**src/rtl/psram_wb_rcache.sv**
```systemverilog
// Direct-mapped, one-word-per-line read cache between a Wishbone slave port and a PSRAM Wishbone controller.
// Write-hit policy: define PSRAM_WBC_WR_UPDATE_EN to merge write data into the line, else the line is invalidated.
module psram_wb_rcache #(
  parameter int unsigned LINES = 8
) (
  input  logic        clk_i,
  input  logic        rst_n_i,
  input  logic [31:0] s_adr_i,
  input  logic [31:0] s_dat_i,
  output logic [31:0] s_dat_o,
  input  logic [3:0]  s_sel_i,
  input  logic        s_cyc_i,
  input  logic        s_stb_i,
  input  logic        s_we_i,
  output logic        s_ack_o,
  output logic [31:0] m_adr_o,
  output logic [31:0] m_dat_o,
  input  logic [31:0] m_dat_i,
  output logic [3:0]  m_sel_o,
  output logic        m_cyc_o,
  output logic        m_stb_o,
  output logic        m_we_o,
  input  logic        m_ack_i,
  input  logic        flush_i
);

  localparam int unsigned IW = $clog2(LINES);
  localparam int unsigned TW = 22 - IW;

  typedef enum logic [1:0] {IDLE, FILL, WRITE, RESP} state_t;

  state_t           state_q, state_d;
  logic [LINES-1:0] valid_q;
  logic [TW-1:0]    tag_mem  [LINES];
  logic [31:0]      data_mem [LINES];
  logic             abort_q;

  logic [IW-1:0] s_idx, m_idx;
  logic [TW-1:0] s_tag, m_tag;
  logic          s_req, s_hit, m_hit;

  assign s_idx = s_adr_i[2 +: IW];
  assign s_tag = s_adr_i[23 -: TW];
  // The in-flight line is addressed by the registered downstream address.
  assign m_idx = m_adr_o[2 +: IW];
  assign m_tag = m_adr_o[23 -: TW];
  assign s_req = s_cyc_i & s_stb_i;
  assign s_hit = valid_q[s_idx] && (tag_mem[s_idx] == s_tag) && !flush_i;
  assign m_hit = valid_q[m_idx] && (tag_mem[m_idx] == m_tag);

  assign s_ack_o = (state_q == RESP);

  always_ff @(posedge clk_i or negedge rst_n_i) begin
    if (!rst_n_i) state_q <= IDLE;
    else          state_q <= state_d;
  end

  always_comb begin
    state_d = state_q;
    case (state_q)
      IDLE: begin
        if (s_req) begin
          if (s_we_i)     state_d = WRITE;
          else if (s_hit) state_d = RESP;
          else            state_d = FILL;
        end
      end
      FILL, WRITE: begin
        if (m_ack_i) state_d = (abort_q || !s_cyc_i) ? IDLE : RESP;
      end
      RESP:    state_d = IDLE;
      default: state_d = IDLE;
    endcase
  end

  always_ff @(posedge clk_i or negedge rst_n_i) begin
    if (!rst_n_i) begin
      valid_q <= '0;
      abort_q <= 1'b0;
      s_dat_o <= '0;
      m_adr_o <= '0;
      m_dat_o <= '0;
      m_sel_o <= '0;
      m_cyc_o <= 1'b0;
      m_stb_o <= 1'b0;
      m_we_o  <= 1'b0;
    end else begin
      case (state_q)
        IDLE: begin
          abort_q <= 1'b0;
          if (s_req) begin
            if (s_we_i) begin
              m_adr_o <= s_adr_i;
              m_dat_o <= s_dat_i;
              m_sel_o <= s_sel_i;
              m_we_o  <= 1'b1;
              m_cyc_o <= 1'b1;
              m_stb_o <= 1'b1;
            end else if (s_hit) begin
              s_dat_o <= data_mem[s_idx];
            end else begin
              m_adr_o <= {s_adr_i[31:2], 2'b00};
              m_sel_o <= 4'hF;
              m_we_o  <= 1'b0;
              m_cyc_o <= 1'b1;
              m_stb_o <= 1'b1;
            end
          end
        end
        FILL, WRITE: begin
          if (!s_cyc_i) abort_q <= 1'b1;
          if (m_ack_i) begin
            m_cyc_o <= 1'b0;
            m_stb_o <= 1'b0;
            if (state_q == FILL) begin
              valid_q[m_idx] <= 1'b1;
              s_dat_o        <= m_dat_i;
            end
`ifndef PSRAM_WBC_WR_UPDATE_EN
            else if (m_hit) begin
              valid_q[m_idx] <= 1'b0;
            end
`endif
          end
        end
        default: ;
      endcase
      // Placed last so a coincident flush overrides a fill install.
      if (flush_i) valid_q <= '0;
    end
  end

  always_ff @(posedge clk_i) begin
    if (state_q == FILL && m_ack_i) begin
      tag_mem[m_idx]  <= m_tag;
      data_mem[m_idx] <= m_dat_i;
    end
`ifdef PSRAM_WBC_WR_UPDATE_EN
    if (state_q == WRITE && m_ack_i && m_hit) begin
      for (int unsigned b = 0; b < 4; b++) begin
        if (m_sel_o[b]) data_mem[m_idx][8*b +: 8] <= m_dat_o[8*b +: 8];
      end
    end
`endif
  end

endmodule

```
**config.mk**
```make
export PLATFORM = sky130hd
export DESIGN_NAME = psram_wb_rcache
export DESIGN_NICKNAME = d
export VERILOG_FILES = /design/src/rtl/psram_wb_rcache.sv
export SDC_FILE = /design/constraint.sdc
export NUM_CORES = 1
export LEC_CHECK = 0
export CAP_MARGIN = 20
export CORE_ASPECT_RATIO = 0.5
export CORE_UTILIZATION = 35
export CTS_BUF_LIST = sky130_fd_sc_hd__clkbuf_16
export DETAILED_ROUTE_END_ITERATION = 10
export DONT_BUFFER_PORTS = 1
export PLACE_DENSITY = 0.52
export SYNTH_ARGS = -nofsm -noshare
export SYNTH_HDL_FRONTEND = slang
export SYNTH_SLANG_ARGS = --single-unit
```
**constraint.sdc**
```tcl
create_clock -name clk_i -period 6 [get_ports clk_i]
set_input_delay 0.3 -clock clk_i [delete_from_list [all_inputs] [get_ports clk_i]]
set_output_delay 0.3 -clock clk_i [all_outputs]
set_load 0.02 [all_outputs]
```
==> metrics.txt <==
vias in the first global route=13,817; later-pin clock latency in the skew report=590 ps; CP Max Fanout=33; # IOs=211; Initial Util=35.6%; Final #Nets=1,624; Core ar.=63,300 sq um; initial antenna violation count=0; Resized Gates After CTS=0; CTS Sinks=521; outcome=finished, final reports clean; Bufs on Longest Clock Path=3; register area=15,100 sq um; layout cells sized above 1=17.5%; Tmin final=4070 ps; Diodes inserted=0; Fmax achieved=246 MHz; worst slack at placement=1680 ps; largest net degree at the start of global routing=114; Post-DP HPWL=33,300 microns; Synth Area in Compound Gates=6.59%; hold slack=39.7 ps; synthesized instance count=1,422; Cell Area, Synth=22,500 sq um; Rows=65; first-pass GRT wire length=89,800 microns; CP endpoint kind=register; Worst EP required=6430 ps; Max Slew Vio Count=0; total die area=65,400 sq um; Routed Wire Length=59,800 microns; Main synth FF type=edfxtp_1; H-tree Lvls=2; number of buffers created by CTS=51; Synth Warn #=0; distinct cell type count of the synthesized netlist=61; WP data arrival=4500 ps; clock-pin slew on the worst setup and hold paths=60 ps; CP Class=register to register; PortBufs=0; Layout area overhead=16.6%; critical path launch point type=register; DRT antenna net count=0; CTS tree=done; asr flop ratio synth=21.7%; sequential area share after synthesis=67.0%; setup bufs post-CTS=0; most used cells in the layout excluding fill and tap cells=edfxtp_1 (408), nand2_1 (179), dfrtp_1 (110); Root Driver=clkbuf_16; clk_skew=21.4 ps; Vias=13,156; 1st-iter DRT viols=1,140; post-synth net total=1,532; commonest non-fill, non-tap cell in the layout=edfxtp_1; Post-Synth XOR/XNOR Area=1.09%; post-synthesis mux area share=16.7%; TNS Setup=0 ps; Die W=361 microns; synthesized area per cell=15.8 sq um; Least-Margin Pin Slew=1060 ps; Post-Synth Simple-Gate Area=6.26%; First-pass DRT Iterations=6; Synth Area in Adders=0.167%; total gr overflow=0; filler instances=5,590; final hold violations=0; die height=181 microns; flops & latches, synth=521; IR Drop Worst-Case VDD=244 uV; max_cap viols=0; setup repair after global routing missed its margin=false; GPL Wtd Cong=0.807; GR Util All Layers=18.2%; worst min path class=primary input to register; Pleak=9.12 nW; Multi-input gate area=7000 sq um; fin crit share=67.8%; routed vias/inst=5.50; Power Density=421 nW/um^2; Slew HR=28.5%; Routed wire per std cell=25.0 microns; DRC Markers=0; endpoints failing setup=0; Post-synth EDFFs=408; final setup margin=1930 ps; largest family of logic cells by synthesized area=multiplexers
## timing repair
item,4_1_cts,5_1_grt
hold buffers,105,0
endpoints found under the hold margin,448,0
setup endpoints to repair,0,0
## final cells by class
type	count	share of cell area [%]
Sequential cell	521	57.5
Tap cell	837	3.99
Inverter	14	0.200
Timing Repair Buffer	133	5.14
Clock buffer	54	5.15
Multi-Input combinational cell	793	26.7
Clock inverter	42	1.36
## critical path: stages, from the launching register on
cell and delay [ps]:
dfrtp_2 680, buf_4 360, nor2b_1 630, nand2_1 150
a31o_2 260, a2111oi_0 510, nand4_1 260, nor4_1 660
clkbuf_2 290, a2111oi_0 110
## cells by family after synthesis
| logic type | count (synthesis) |
|---|---|
| flip-flops | 521 |
| AND/OR/NAND/NOR | 308 |
| multiplexers | 241 |
| AO/OA/AOI/OAI | 213 |
| buffers and inverters | 108 |
| XOR/XNOR | 28 |
| adder cells (fa/ha/maj) | 3 |
## sequential cells by signal, indices dropped and copies added (netlist names)
signal    flops
m_adr_o      32
m_stb_o       1
m_we_o        1
data_mem    256
m_sel_o       4
abort_q       1
s_dat_o      32
state_q       2
m_dat_o      32
valid_q       8
tag_mem     152
## power by group
group	internal [W]	switching [W]
registers	0.00453	0.000963
clock network	0.00189	0.00139
logic	0.000932	0.00134
## final timing paths
path | cells past startpoint | from | slack (ps) | endpoint
max in group asynchronous | 2 | rst_n_i | 5060 | m_adr_o[3]
min reg2reg | 2 | abort_q | 550 | abort_q
min | 4 | m_dat_i[16] | 40 | s_dat_o[16]
min in group asynchronous | 2 | rst_n_i | 450 | valid_q[6]
max reg2reg | 9 | m_adr_o[4] | 1930 | valid_q[3]
max | 9 | m_adr_o[4] | 1930 | valid_q[3]
## routing by layer
| metal | up-vias | track usage [%] | wire [microns] |
|---|---|---|---|
| met5 | - | 0 | 0 |
| li1 | 5757 | - | - |
| met4 | 0 | 5.24 | 1510 |
| met3 | 92 | 2.91 | 2620 |
| met2 | 369 | 31.6 | 30400 |
| met1 | 6938 | 23.6 | 25200 |
## metrics by stage
step                      utilization, %  std cells  area, sq um  total power [W]
after floorplan                        -       1422        22500          0.00698
after global placement              37.0       2189        23400          0.00769
after detailed placement            37.0       2189        23400          0.00774
after CTS                           41.4       2390        26200           0.0111
after global routing                41.5       2394        26200           0.0115
final                               41.5       2394        26200           0.0110
## Yosys cell counts, types with 11 or more instances
cell type	number	area share, %
edfxtp_1	408	54
mux2i_1	83	3.7
nand2_1	179	3.0
o21ai_0	78	1.7
a22oi_1	15	0.50
mux4_2	99	9.9
buf_2	22	0.49
mux2_2	49	2.5
nor2_1	32	0.53
a221oi_1	11	0.43
xnor2_1	15	0.58
dfrtp_1	113	13
buf_1	12	0.20
a21oi_1	12	0.27
nor2b_1	44	1.2
clkbuf_1	50	0.83
inv_1	14	0.23
a41oi_1	32	1.2
xor2_1	13	0.51
No activity file was read; power rests on OpenSTA's default activity.
